==> src/rtl/dac_serializer.sv <==
// I2S DAC transmitter: buffers stereo pairs in a small FIFO and shifts them out
// on the codec-mastered BCLK/LRCK, both synchronized into the clk domain.
module dac_serializer #(
  parameter int DATA_WIDTH = 24,
  parameter int FIFO_DEPTH = 4
) (
  input  logic                          clk,
  input  logic                          reset,
  input  logic                          write,
  input  logic signed [DATA_WIDTH-1:0]  writedata_left,
  input  logic signed [DATA_WIDTH-1:0]  writedata_right,
  output logic                          write_ready,
  input  logic                          AUD_BCLK,
  input  logic                          AUD_DACLRCK,
  output logic                          AUD_DACDAT,
  output logic [$clog2(FIFO_DEPTH):0]   fill,
  output logic                          underflow
);
  localparam int AW = $clog2(FIFO_DEPTH);
  localparam int CW = AW + 1;
  localparam int BW = $clog2(DATA_WIDTH + 1);
  localparam logic [CW-1:0] FULL  = CW'(FIFO_DEPTH);
  localparam logic [BW-1:0] NBITS = BW'(DATA_WIDTH);

  typedef enum logic [1:0] {SYNC = 2'd0, LEFT = 2'd1, RIGHT = 2'd2} state_t;

  logic [2:0]              bclk_sync_q, bclk_sync_d;
  logic [2:0]              lrck_sync_q, lrck_sync_d;
  state_t                  state_q, state_d;
  logic [AW-1:0]           wr_ptr_q, wr_ptr_d, rd_ptr_q, rd_ptr_d;
  logic [CW-1:0]           cnt_q, cnt_d;
  logic [DATA_WIDTH-1:0]   shreg_q, shreg_d, hold_q, hold_d;
  logic [BW-1:0]           bitcnt_q, bitcnt_d;
  logic                    delay_q, delay_d;
  logic                    dacdat_q, dacdat_d;
  logic                    underflow_q, underflow_d;
  logic [2*DATA_WIDTH-1:0] mem_q [FIFO_DEPTH];

  logic bclk_fall, lrck_fall, lrck_rise;
  logic push, pop, frame_start, half_start;

  // [0],[1] are the synchronizer stages, [2] the edge-detect delay
  assign bclk_fall = bclk_sync_q[2] & ~bclk_sync_q[1];
  assign lrck_fall = lrck_sync_q[2] & ~lrck_sync_q[1];
  assign lrck_rise = ~lrck_sync_q[2] & lrck_sync_q[1];

  assign write_ready = (cnt_q != FULL);
  assign fill        = cnt_q;
  assign AUD_DACDAT  = dacdat_q;
  assign underflow   = underflow_q;

  always_comb begin
    bclk_sync_d = {bclk_sync_q[1:0], AUD_BCLK};
    lrck_sync_d = {lrck_sync_q[1:0], AUD_DACLRCK};
    state_d     = state_q;
    wr_ptr_d    = wr_ptr_q;
    rd_ptr_d    = rd_ptr_q;
    cnt_d       = cnt_q;
    shreg_d     = shreg_q;
    hold_d      = hold_q;
    bitcnt_d    = bitcnt_q;
    delay_d     = delay_q;
    dacdat_d    = dacdat_q;
    underflow_d = underflow_q;

    push        = write && (cnt_q != FULL);
    frame_start = lrck_fall && (state_q != LEFT);
    pop         = frame_start && (cnt_q != '0);
    half_start  = frame_start || (lrck_rise && (state_q == LEFT));

    if (push) wr_ptr_d = wr_ptr_q + 1'b1;
    if (pop)  rd_ptr_d = rd_ptr_q + 1'b1;
    if (push && !pop)      cnt_d = cnt_q + 1'b1;
    else if (!push && pop) cnt_d = cnt_q - 1'b1;

    if (frame_start) begin
      state_d = LEFT;
      if (pop) begin
        {shreg_d, hold_d} = mem_q[rd_ptr_q];
      end else begin
        shreg_d     = '0;
        hold_d      = '0;
        underflow_d = 1'b1;
      end
    end else if (lrck_rise && (state_q == LEFT)) begin
      state_d = RIGHT;
      shreg_d = hold_q;
    end

    // An LRCK edge wins over a coincident BCLK fall, which becomes the delay bit
    if (half_start) begin
      bitcnt_d = '0;
      if (bclk_fall) begin
        dacdat_d = 1'b0;
        delay_d  = 1'b0;
      end else begin
        delay_d  = 1'b1;
      end
    end else if ((state_q != SYNC) && bclk_fall) begin
      if (delay_q) begin
        dacdat_d = 1'b0;
        delay_d  = 1'b0;
      end else if (bitcnt_q < NBITS) begin
        dacdat_d = shreg_q[DATA_WIDTH-1];
        shreg_d  = shreg_q << 1;
        bitcnt_d = bitcnt_q + 1'b1;
      end else begin
        dacdat_d = 1'b0;
      end
    end
  end

  always_ff @(posedge clk or posedge reset) begin
    if (reset) begin
      bclk_sync_q <= '0;
      lrck_sync_q <= '0;
      state_q     <= SYNC;
      wr_ptr_q    <= '0;
      rd_ptr_q    <= '0;
      cnt_q       <= '0;
      shreg_q     <= '0;
      hold_q      <= '0;
      bitcnt_q    <= '0;
      delay_q     <= 1'b0;
      dacdat_q    <= 1'b0;
      underflow_q <= 1'b0;
    end else begin
      bclk_sync_q <= bclk_sync_d;
      lrck_sync_q <= lrck_sync_d;
      state_q     <= state_d;
      wr_ptr_q    <= wr_ptr_d;
      rd_ptr_q    <= rd_ptr_d;
      cnt_q       <= cnt_d;
      shreg_q     <= shreg_d;
      hold_q      <= hold_d;
      bitcnt_q    <= bitcnt_d;
      delay_q     <= delay_d;
      dacdat_q    <= dacdat_d;
      underflow_q <= underflow_d;
    end
  end

  // Sample storage carries no reset; occupancy is tracked by the pointers/count
  always_ff @(posedge clk) begin
    if (push) mem_q[wr_ptr_q] <= {writedata_left, writedata_right};
  end

endmodule

==> config.mk <==
export PLATFORM = sky130hd
export DESIGN_NAME = dac_serializer
export DESIGN_NICKNAME = d
export VERILOG_FILES = /design/src/rtl/dac_serializer.sv
export SDC_FILE = /design/constraint.sdc
export NUM_CORES = 1
export LEC_CHECK = 0
export ABC_AREA = 1
export BUFFER_PORTS_ARGS = -buffer_cell sky130_fd_sc_hd__buf_4
export CORE_UTILIZATION = 30
export CTS_CLUSTER_SIZE = 10
export DETAILED_ROUTE_END_ITERATION = 6
export PLACE_DENSITY_LB_ADDON = 0.08
export RECOVER_POWER = 50
export SYNTH_ARGS = -nofsm -noshare
export SYNTH_HDL_FRONTEND = slang
export SYNTH_SLANG_ARGS = --single-unit
export TNS_END_PERCENT = 1
==> constraint.sdc <==
create_clock -name clk -period 4.5 [get_ports clk]
set_input_delay 0.225 -clock clk [delete_from_list [all_inputs] [get_ports clk]]
set_output_delay 0.225 -clock clk [all_outputs]
set_load 0.01 [all_outputs]
==> metrics.yaml, run 1 <==
outcome: "finished, final reports clean"
globalRouteTotalUtil_pct: 14.4
worstSetupEndpointType: "flip-flop"
synth.net_count: 1160
grt_start_max_net_pins: 97
hold_viol_final: 0
antenna_cells: 0
numCtsBuffers: 31
fp.coreArea_um2: 36600
pre_cts_slack_ps: 2010
die_area_um2: 37900
peak_supply_drop_mv: 0.305
postCtsSetupBuffers: 0
most_common_cell_in_the_netlist: "sky130_fd_sc_hd__nand2_1"
fmax_ghz: 0.379
postLayoutSetupSlackWorst_ps: 1860
yosys.cell_types.count: 30
synth_edf_count: 192
final_count_of_negative_setup_slack_endpoints: 0
final_layout_size_suffix_gt1_share_pct: 5.77
grt_remaining_overflow: 0
setup_total_negative_slack_ps: 0
route.detailed.vias_per_inst: 4.30
chipWidth_um: 195
cts_tree: "yes"
finalInstanceArea_um2: 13300
critical_path.top_delay_family: "simple AND/OR/NAND/NOR gates"
final_cells: 1699
detailroute.via_count: 7304
gp_routability_congestion: 0.767
postCtsResizedCells: 0
ioPinCount: 59
power_density_nw_per_um2: 629
placed_cell_area_um2: 12100
timing.critical_path.mode_cell: "sky130_fd_sc_hd__inv_1"
initial_utilization_pct: 30.4
worstPathCellList: "nor2_2 -> nand2_1 -> nor2_4 -> inv_1 -> ha_1 -> inv_1 -> fa_1 -> mux2_2"
worst-endpoint-required_ps: 4940
overall_routed_net_length_um: 26600
post_synthesis_instance_total: 1100
yosysWarningCount: 0
timing.critical_path.from: "lrck_sync_q[1]$_DFF_PP0_"
postSynthRegisterBits: 263
setup.worst_path.class: "reg -> reg"
die_height_um: 195
critPathMaxStageDelay_ps: 630
worst-slew-pin-transition_ps: 1280
period_share_pct: 58.6
timing.critical_path.arrival_ps: 3070
critical_path.max_fanout: 26
dr.pass1.iters: 5
dp.final_hpwl_um: 15700
slew-limit-headroom_pct: 15.0
filler_cell_count: 3699
async_reset_ff_share_pct: 27.0
synthToLayoutAreaGrowth_pct: 19.3
grt_first_pass_wirelength_um: 42300
final_antenna_net_count: 0
crit-reg2reg-capture: "fill[1]$_DFFE_PP0P_"
numPortBuffers: 58
nNetsFinal: 1266
rsz_0062_raised_after_global_routing: "no"
cts-htree-levels: 1
clock_tree.root_cell: "sky130_fd_sc_hd__clkbuf_16"
antenna_found_initial: 0
worstReg2RegStart: "lrck_sync_q[1]$_DFF_PP0_"
final.setup_skew_ps: 34.1
timing.critical_path.from_type: "flip-flop"
synthesis.area_um2: 11100
drv_slew: 0
worstPathBufferInverterCount: 2
clkLatencyLatePin_ps: 580
whs_path_depth: 3
wl_per_cell_um: 15.7
synth.yosys.seq_area_share_pct: 67.7
synth_top_cell_by_area: "sky130_fd_sc_hd__edfxtp_1"
crit_slowest_cell: "sky130_fd_sc_hd__nand2_1"
holdWs_ps: 299
remaining_drc_errors: 0
period_minus_slack_ps: 2640
first_iter_violations: 333
reg2reg_setup_slack_ps: 1860
reg2reg_depth: 8
max_cap_viol_count: 0
cts.path.max_buffers: 3
ys_top_cells_by_area: "sky130_fd_sc_hd__edfxtp_1 (52%), sky130_fd_sc_hd__dfrtp_1 (16%), sky130_fd_sc_hd__nand2_1 (10%)"
synth_top_area_share_pct: 51.8
cts.sinks: 263
floorplan.rows: 70
cts.reportedPaths.clkPinSlew_ps: 60
worstHoldPathType: "in -> reg"
worst_hold_start: "write"
synth_top_flop_cell: "sky130_fd_sc_hd__edfxtp_1"
power.static_leakage_nw: 5.66
ys_top_cells_by_count: "sky130_fd_sc_hd__nand2_1 (311), sky130_fd_sc_hd__edfxtp_1 (192), sky130_fd_sc_hd__inv_1 (168), sky130_fd_sc_hd__nand3_1 (94), sky130_fd_sc_hd__nor2_1 (90)"
synth_area_per_cell_um2: 10.1
worstHoldEndpoint: "wr_ptr_q[0]$_DFFE_PP0P_"
cts_hold_buffers: 51
post-place-cells: 1590
vias_in_the_first_global_route: 7125
[worst max-delay path by stage]
| stage | to | slack (ps) | cells after the start |
|---|---|---|---|
| after global routing | fill[1]$_DFFE_PP0P_ | 1610 | 8 |
| after detailed placement | bitcnt_q[1]$_DFFE_PP0P_ | 2010 | 9 |
| final | fill[1]$_DFFE_PP0P_ | 1860 | 8 |
| after global placement | shreg_q[9]$_DFF_PP0_ | 2110 | 10 |
| after floorplan | mem_q[0][0]$_DFFE_PP_ | 1220 | 4 |
| after CTS | shreg_q[11]$_DFF_PP0_ | 2000 | 10 |
[registers in the layout, indices dropped and copies added, names as in the netlist]
register,cells
wr_ptr_q,2
hold_q,24
shreg_q,24
delay_q,1
fill,3
bclk_sync_q,3
mem_q,192
rd_ptr_q,2
AUD_DACDAT,1
lrck_sync_q,3
underflow,1
state_q,2
bitcnt_q,5
[where the power goes]
part | internal (mW) | switching (mW) | leakage (nW)
Sequential | 3.27 | 0.232 | 2.62
Combinational | 0.763 | 1.80 | 2.60
Clock | 1.34 | 0.953 | 0.441
[routing by layer]
layer / vias to the layer above / routed length [um] / global-route usage, %
met5: - / 0 / 0
met4: 0 / 512 / 3.47
met3: 34 / 869 / 2.43
met2: 110 / 12200 / 22.9
met1: 3430 / 13100 / 20.4
li1: 3730 / - / -
[cell families (layout without fill, tap and decap cells)]
logic type	after synthesis	after routing	share of synthesized area (%)
mux	1	1	0.101
buf+inv	224	355	8.12
flops	263	263	67.7
compound gates	96	96	4.34
fa+ha+maj	7	7	0.854
xor+xnor	5	5	0.393
simple gates	504	504	18.5
[metrics by stage]
| stage | utilization [%] | total power, mW |
|---|---|---|
| floorplan | - | 5.29 |
| global placement | 32.9 | 6.19 |
| detailed placement | 32.9 | 6.20 |
| CTS | 36.9 | 8.57 |
| global route | 36.3 | 9.02 |
| finish | 36.3 | 8.35 |
[layout by cell type, fill, tap and decap left out, drive strengths merged, types with 13 or more instances in the layout]
cell type and n:
o21ai 89, dlygate4sd3 51, inv 176, buf 13, nand2 315, nor2 93
edfxtp 192, dfrtp 71, nand3 94, clkbuf 114
[worst min-delay path: cells and delay by family]
family                    cells  cell delay, ps
and+or+nand+nor               1             280
xor gates and xnor gates      1             220
buffers and inverters         1              80
[final cells by class]
type                            count  area [um2]  share of cell area (%)
Tap cell                          468         586                    4.41
Inverter                          176         667                    5.02
Clock inverter                      1        20.0                   0.151
Timing Repair Buffer              121         843                    6.35
Clock buffer                       57         903                    6.80
Sequential cell                   263        7550                    56.8
Multi-Input combinational cell    613        2720                    20.5
(Power assumes the default switching activity.)
==> run 2, diff against run 1 <==
==> constraint.sdc (replaced) <==
create_clock -name clk -period 2.4 [get_ports clk]
set_input_delay 0.12 -clock clk [delete_from_list [all_inputs] [get_ports clk]]
set_output_delay 0.12 -clock clk [all_outputs]
set_load 0.01 [all_outputs]
==> run 2 against run 1 <==
Clock power rose by 110%. Total power increased by 96%. Critical path depth is 2 higher. Sequential share of layout area decreased by 1.3 points. Maximum frequency up 36%. Via count shrank 0.19%. Die area is the same. Cell area up 2.3%. Non-clock buffer count increased by 6. Final cell count rose by 0.47%. Largest cell class unchanged. Highest routed layer unchanged.
==> metrics.yaml, run 2 (synthesized netlist as in run 1, its figures left out) <==
outcome: "finished, final reports clean"
worst-endpoint-required_ps: 2830  # -2110 ps
period_share_pct: 81.0  # +22 points
numPortBuffers: 58  # unchanged
ff_latch_area_um2: 7550  # unchanged
wl_per_cell_um: 15.4  # -1.6%
critPathMaxStageDelay_ps: 440  # -190 ps
power.internal_mw: 10.8  # +100%
critical_path.max_fanout: 5  # -81%
timing.critical_path.from_type: "flip-flop"
share_comb_of_total_power_pct: 30.7  # about the same
power.share.clock_pct: 29.9  # +2.4 points
cts_tree: "yes"
setup.worst_path.class: "reg -> reg"
remaining_drc_errors: 0  # unchanged
antenna_found_initial: 0  # unchanged
initial_utilization_pct: 30.4  # unchanged
cts-htree-levels: 2  # +1
switching_power_mw: 5.65  # +90%
clock_tree.root_cell: "sky130_fd_sc_hd__clkbuf_16"
cts.reportedPaths.clkPinSlew_ps: 50  # about the same
final.setup_skew_ps: 17.5  # -16.5 ps
cts.path.max_buffers: 3  # unchanged
final_count_of_negative_setup_slack_endpoints: 0  # unchanged
largest_register_by_flop_count: "mem_q"
worstPathBufferInverterCount: 2  # unchanged
finalInstanceArea_um2: 13600  # +2.3%
p_sw_share_pct: 34.5  # -1.2 points
crit_slowest_cell: "sky130_fd_sc_hd__dfrtp_1"
postCtsResizedCells: 0  # unchanged
dr.pass1.iters: 5  # unchanged
worst-slew-pin-transition_ps: 1160  # -115 ps
grt_start_max_net_pins: 97  # unchanged
ioPinCount: 59  # unchanged
chipWidth_um: 195  # unchanged
worstHoldPathType: "in -> reg"
grt_remaining_overflow: 0  # unchanged
hold_viol_final: 0  # unchanged
globalRouteTotalUtil_pct: 14.3  # -0.14 points
reg2reg_depth: 10  # +2
layout_common_cells: "sky130_fd_sc_hd__nand2_1 (311), sky130_fd_sc_hd__edfxtp_1 (192), sky130_fd_sc_hd__inv_1 (168), sky130_fd_sc_hd__nand3_1 (94), sky130_fd_sc_hd__nor2_1 (86)"
nNetsFinal: 1276  # +0.79%
largestRegisters: "mem_q x192, hold_q x24, shreg_q x24"
fp.coreArea_um2: 36600  # unchanged
overall_routed_net_length_um: 26300  # -1.2%
drv_slew: 0  # unchanged
whs_path_depth: 2  # -1
placed_cell_area_um2: 12200  # +1.0%
route.detailed.vias_per_inst: 4.27  # -0.66%
seq_power_share_pct: 39.4  # -2.5 points
final_layout_size_suffix_gt1_share_pct: 7.26  # +1.5 points
max_cap_viol_count: 0  # unchanged
clkLatencyLatePin_ps: 510  # -70 ps
floorplan.rows: 70  # unchanged
period_minus_slack_ps: 1940  # -691 ps
numCtsBuffers: 35  # +13%
antenna_cells: 0  # unchanged
reg2reg_setup_slack_ps: 460  # -1410 ps
vias_in_the_first_global_route: 7255  # +1.8%
multi_input_combinational_cell_area_um2: 2720  # about the same
worst_hold_start: "AUD_BCLK"
filler_cell_count: 3703  # +0.11%
die_area_um2: 37900  # unchanged
final_antenna_net_count: 0  # unchanged
layout.cells.most_common: "sky130_fd_sc_hd__nand2_1"
worstSetupPathDepth: 10  # +2
die_height_um: 195  # unchanged
cts_hold_buffers: 52  # +2.0%
synthToLayoutAreaGrowth_pct: 22.0
dp.final_hpwl_um: 14900  # -5.0%
timing.critical_path.arrival_ps: 2380  # -690 ps
detailroute.via_count: 7290  # -0.19%
worstSetupEndpointType: "flip-flop"
postCtsSetupBuffers: 0  # unchanged
worstReg2RegStart: "fill[0]$_DFFE_PP0P_"
gp_routability_congestion: 0.772  # +0.72%
fmax_ghz: 0.514  # +36%
timing.critical_path.from: "fill[0]$_DFFE_PP0P_"
crit-reg2reg-capture: "fill[2]$_DFFE_PP0P_"
critical_path.top_delay_family: "simple AND/OR/NAND/NOR gates"
holdWs_ps: 307  # +8.07 ps
max_reg_flops: 192  # unchanged
power.static_leakage_nw: 5.82  # +2.7%
grt_first_pass_wirelength_um: 41500  # -1.9%
cts.sinks: 263  # unchanged
first_iter_violations: 345  # +3.6%
slew-limit-headroom_pct: 22.5  # +7.6 points
power_density_nw_per_um2: 1210  # +92%
peak_supply_drop_mv: 0.500  # +64%
rsz_0062_raised_after_global_routing: "no"
worst_setup_path_endpoint: "fill[2]$_DFFE_PP0P_"
worstPathCellList: "nor3_1 -> nor2_4 -> inv_1 -> ha_1 -> inv_1 -> fa_1 -> nor2_1 -> nor2_1 -> nand2_1 -> xnor2_1"
-- run 2: cell types whose count changed in the layout (fill, tap and decap cells not counted), moves of 2 or more --
| cell | delta |
|---|---|
| sky130_fd_sc_hd__clkinv_1 | +5 |
| sky130_fd_sc_hd__bufinv_16 | +2 |
| sky130_fd_sc_hd__clkbuf_16 | +6 |
| sky130_fd_sc_hd__buf_12 | +6 |
| sky130_fd_sc_hd__clkbuf_8 | -2 |
| sky130_fd_sc_hd__clkbuf_1 | -16 |
| sky130_fd_sc_hd__buf_4 | +4 |
-- run 2: per-layer routing --
metal / vias up / wire, um / track usage (%)
li1: 3740 / - / -
met1: 3417 / 12400 / 19.0
met2: 105 / 12400 / 23.6
met3: 28 / 996 / 2.67
met4: 0 / 433 / 4.06
met5: - / 0 / 0
-- run 2: worst min-delay path by stage --
stage	endpoint	slack (ps)
floorplan	bclk_sync_q[0]$_DFF_PP0_	150
global placement	bclk_sync_q[0]$_DFF_PP0_	240
detailed placement	bclk_sync_q[0]$_DFF_PP0_	230
CTS	lrck_sync_q[0]$_DFF_PP0_	260
global route	bclk_sync_q[0]$_DFF_PP0_	300
finish	bclk_sync_q[0]$_DFF_PP0_	310
-- run 2: worst reg2reg max path: stages, from the launching register on --
cell	delay [ps]
sky130_fd_sc_hd__dfrtp_1	440
sky130_fd_sc_hd__nor3_1	420
sky130_fd_sc_hd__nor2_4	50
sky130_fd_sc_hd__inv_1	60
sky130_fd_sc_hd__ha_1	130
sky130_fd_sc_hd__inv_1	60
sky130_fd_sc_hd__fa_1	380
sky130_fd_sc_hd__nor2_1	110
sky130_fd_sc_hd__nor2_1	40
sky130_fd_sc_hd__nand2_1	70
sky130_fd_sc_hd__xnor2_1	110
-- run 2: power by group through the flow --
stage          Sequential, mW  Clock, mW  Combinational (mW)
2_1_floorplan            6.48          0                3.42
3_3_place_gp             6.56          0                5.17
3_5_place_dp             6.56          0                5.19
4_1_cts                  6.48       5.08                5.28
5_1_grt                  6.59       5.23                5.82
6_report                 6.47       4.90                5.04
-- run 2: metrics by stage --
| step | cells | util, % | TNS (ps) | setup slack (ps) | total power, mW |
|---|---|---|---|---|---|
| global placement | 1595 | 33.3 | 0 | 459 | 11.7 |
| finish | 1707 | 37.1 | 0 | 456 | 16.4 |
| CTS | 1707 | 37.7 | 0 | 422 | 16.8 |
| global route | 1707 | 37.1 | 0 | 243 | 17.6 |
| detailed placement | 1595 | 33.3 | 0 | 434 | 11.7 |
| floorplan | 1100 | - | -23420 | -122 | 9.90 |
-- run 2: final cells by class --
cell class	count	area share, %
Timing Repair Buffer	127	7.26
Clock buffer	50	7.25
Sequential cell	263	55.5
Clock inverter	10	0.718
Multi-Input combinational cell	613	20.0
Inverter	176	4.90
Tap cell	468	4.31
==> run 3, diff against run 2 <==
==> constraint.sdc (replaced) <==
create_clock -name clk -period 1.86 [get_ports clk]
set_input_delay 0.093 -clock clk [delete_from_list [all_inputs] [get_ports clk]]
set_output_delay 0.093 -clock clk [all_outputs]
set_load 0.01 [all_outputs]
==> run 3 against run 2 <==
Die area did not move. Count of clock-buffer cells in the layout is 5 higher. Global-route usage increased by 0.29 points. Clock power rose by 22%. Via count rose by 1.9%. Sequential share of layout area shrank 0.62 points. Setup slack got worse by 400 ps. Maximum frequency grew 7.7%. Total power up 29%. Flip-flop and latch count did not move. First-iteration DRC count down 4.6%. Sequential power up 28%. Critical path type unchanged. Critical endpoint is now fill[1]$_DFFE_PP0P_.
==> metrics.yaml, run 3 (synthesized netlist as in run 1, its figures left out) <==
worst_hold_start: "AUD_BCLK"
final.setup_skew_ps: 16.8  # -0.755 ps
final_antenna_net_count: 0  # unchanged
worst-endpoint-required_ps: 2260  # -570 ps
cts.sinks: 263  # unchanged
filler_cell_count: 3651  # -1.4%
drv_slew: 0  # unchanged
worst-slew-pin-transition_ps: 1060  # -103 ps
antenna_cells: 0  # unchanged
vias_in_the_first_global_route: 7515  # +3.6%
period_minus_slack_ps: 1800  # -140 ps
ff_latch_area_um2: 7550  # about the same
layout_common_cells: "sky130_fd_sc_hd__nand2_1 (308), sky130_fd_sc_hd__edfxtp_1 (192), sky130_fd_sc_hd__inv_1 (167), sky130_fd_sc_hd__nand3_1 (94), sky130_fd_sc_hd__nor2_1 (85)"
route.detailed.vias_per_inst: 4.30  # +0.75%
worstSetupEndpointType: "flip-flop"
timing.critical_path.from_type: "flip-flop"
clkLatencyLatePin_ps: 530  # +20 ps
outcome: "finished, final reports clean"
multi_input_combinational_cell_area_um2: 2760  # +1.4%
globalRouteTotalUtil_pct: 14.6  # +0.29 points
worstReg2RegStart: "fill[1]$_DFFE_PP0P_"
largest_register_by_flop_count: "mem_q"
wl_per_cell_um: 15.2  # -1.0%
numPortBuffers: 58  # unchanged
grt_remaining_overflow: 0  # unchanged
timing.critical_path.from: "fill[1]$_DFFE_PP0P_"
max_cap_viol_count: 0  # unchanged
critPathMaxStageDelay_ps: 430  # about the same
cts_tree: "yes"
antenna_found_initial: 0  # unchanged
critical_path.top_delay_family: "adder cells"
dr.pass1.iters: 4  # -1
overall_routed_net_length_um: 26300  # +0.12%
initial_utilization_pct: 30.4  # unchanged
setup.worst_path.class: "reg -> reg"
fmax_ghz: 0.554  # +7.7%
dp.final_hpwl_um: 15800  # +6.1%
hold_viol_final: 0  # unchanged
slew-limit-headroom_pct: 29.5  # +7.0 points
critical_path.max_fanout: 3  # -2
crit_slowest_cell: "sky130_fd_sc_hd__dfrtp_2"
timing.critical_path.arrival_ps: 2200  # -180 ps
final_count_of_negative_setup_slack_endpoints: 0  # unchanged
cts.reportedPaths.clkPinSlew_ps: 50  # about the same
first_iter_violations: 329  # -4.6%
peak_supply_drop_mv: 0.654  # +31%
floorplan.rows: 70  # unchanged
clock_tree.root_cell: "sky130_fd_sc_hd__clkbuf_16"
postLayoutSetupSlackWorst_ps: 55.1  # -400 ps
chipWidth_um: 195  # unchanged
final_layout_size_suffix_gt1_share_pct: 9.29  # +2.0 points
pre_cts_slack_ps: 7.92  # -426 ps
ioPinCount: 59  # unchanged
remaining_drc_errors: 0  # unchanged
die_area_um2: 37900  # unchanged
worstPathCellList: "nor2_2 -> nand2_2 -> nand2_4 -> inv_1 -> ha_1 -> inv_2 -> fa_2 -> mux2_2"
die_height_um: 195  # unchanged
placed_cell_area_um2: 12300  # +1.4%
synthToLayoutAreaGrowth_pct: 23.4
grt_start_max_net_pins: 72  # -26%
gp_routability_congestion: 0.760  # -1.6%
cts.path.max_buffers: 3  # unchanged
cts-htree-levels: 2  # unchanged
layout.cells.most_common: "sky130_fd_sc_hd__nand2_1"
max_reg_flops: 192  # unchanged
largestRegisters: "mem_q x192, hold_q x24, shreg_q x24"
worstPathBufferInverterCount: 2  # unchanged
power.static_leakage_nw: 5.90  # +1.3%
numCtsBuffers: 34  # -2.9%
nNetsFinal: 1293  # +1.3%
rsz_0062_raised_after_global_routing: "yes"
fp.coreArea_um2: 36600  # unchanged
finalInstanceArea_um2: 13700  # +1.2%
power_density_nw_per_um2: 1540  # +28%
final_util_pct: 37.6  # +0.44 points
period_share_pct: 97.0  # +16 points
worstHoldPathType: "in -> reg"
detailroute.via_count: 7431  # +1.9%
grt_first_pass_wirelength_um: 42200  # +1.8%
run 3: changes by cell type in the layout (fill, tap and decap cells not counted), sizes merged:
cell / previous run / this run
buf: 23 / 41
bufinv: 2 / 0
clkbuf: 102 / 107
clkinv: 8 / 6
inv: 176 / 177
run 3: final timing paths:
check,end,slack (ps),cells after the start
max in group asynchronous,rd_ptr_q[0]$_DFFE_PP0P_,560,4
max,fill[1]$_DFFE_PP0P_,60,8
min,bclk_sync_q[0]$_DFF_PP0_,250,2
min reg2reg,bclk_sync_q[1]$_DFF_PP0_,360,0
min in group asynchronous,lrck_sync_q[0]$_DFF_PP0_,480,4
max reg2reg,fill[1]$_DFFE_PP0P_,60,8
run 3: where the power goes:
| group | total, mW | switching, mW | internal [mW] |
|---|---|---|---|
| registers | 8.30 | 0.401 | 7.90 |
| clock network | 5.99 | 2.43 | 3.56 |
| logic | 6.89 | 4.61 | 2.27 |
run 3: stage by stage:
stage                     total power [mW]  std cells  hold slack (ps)  TNS (ps)
after floorplan                       12.8       1100              124    -22720
after global placement                15.4       1609              205         0
after detailed placement              15.4       1609              204         0
after CTS                             21.6       1723              215         0
after global routing                  22.9       1727              246     -63.3
final                                 21.2       1727              251         0
run 3: cell type report:
type	instances	share of cell area [%]
multi-input combinational	613	20.1
tap	468	4.26
sequential	263	54.9
clock buffer	55	6.99
clock inverter	7	0.428
inverter	176	4.84
timing repair buffer	145	8.49
run 3: metal layers:
| metal | wire (um) | part of all wire, % | track usage, % | vias to the layer above |
|---|---|---|---|---|
| met4 | 547 | 2.1 | 5.00 | 0 |
| li1 | - | - | - | 3778 |
| met2 | 12100 | 46 | 23.4 | 99 |
| met5 | 0 | 0 | 0 | - |
| met3 | 929 | 3.5 | 2.48 | 41 |
| met1 | 12700 | 48 | 19.8 | 3513 |
run 3: timing repair:
item	CTS	global route
hold buffers	52	0
endpoints found under the setup margin	0	10
resized for setup	0	10
hold endpoints to repair	266	0
buffers inserted	0	4
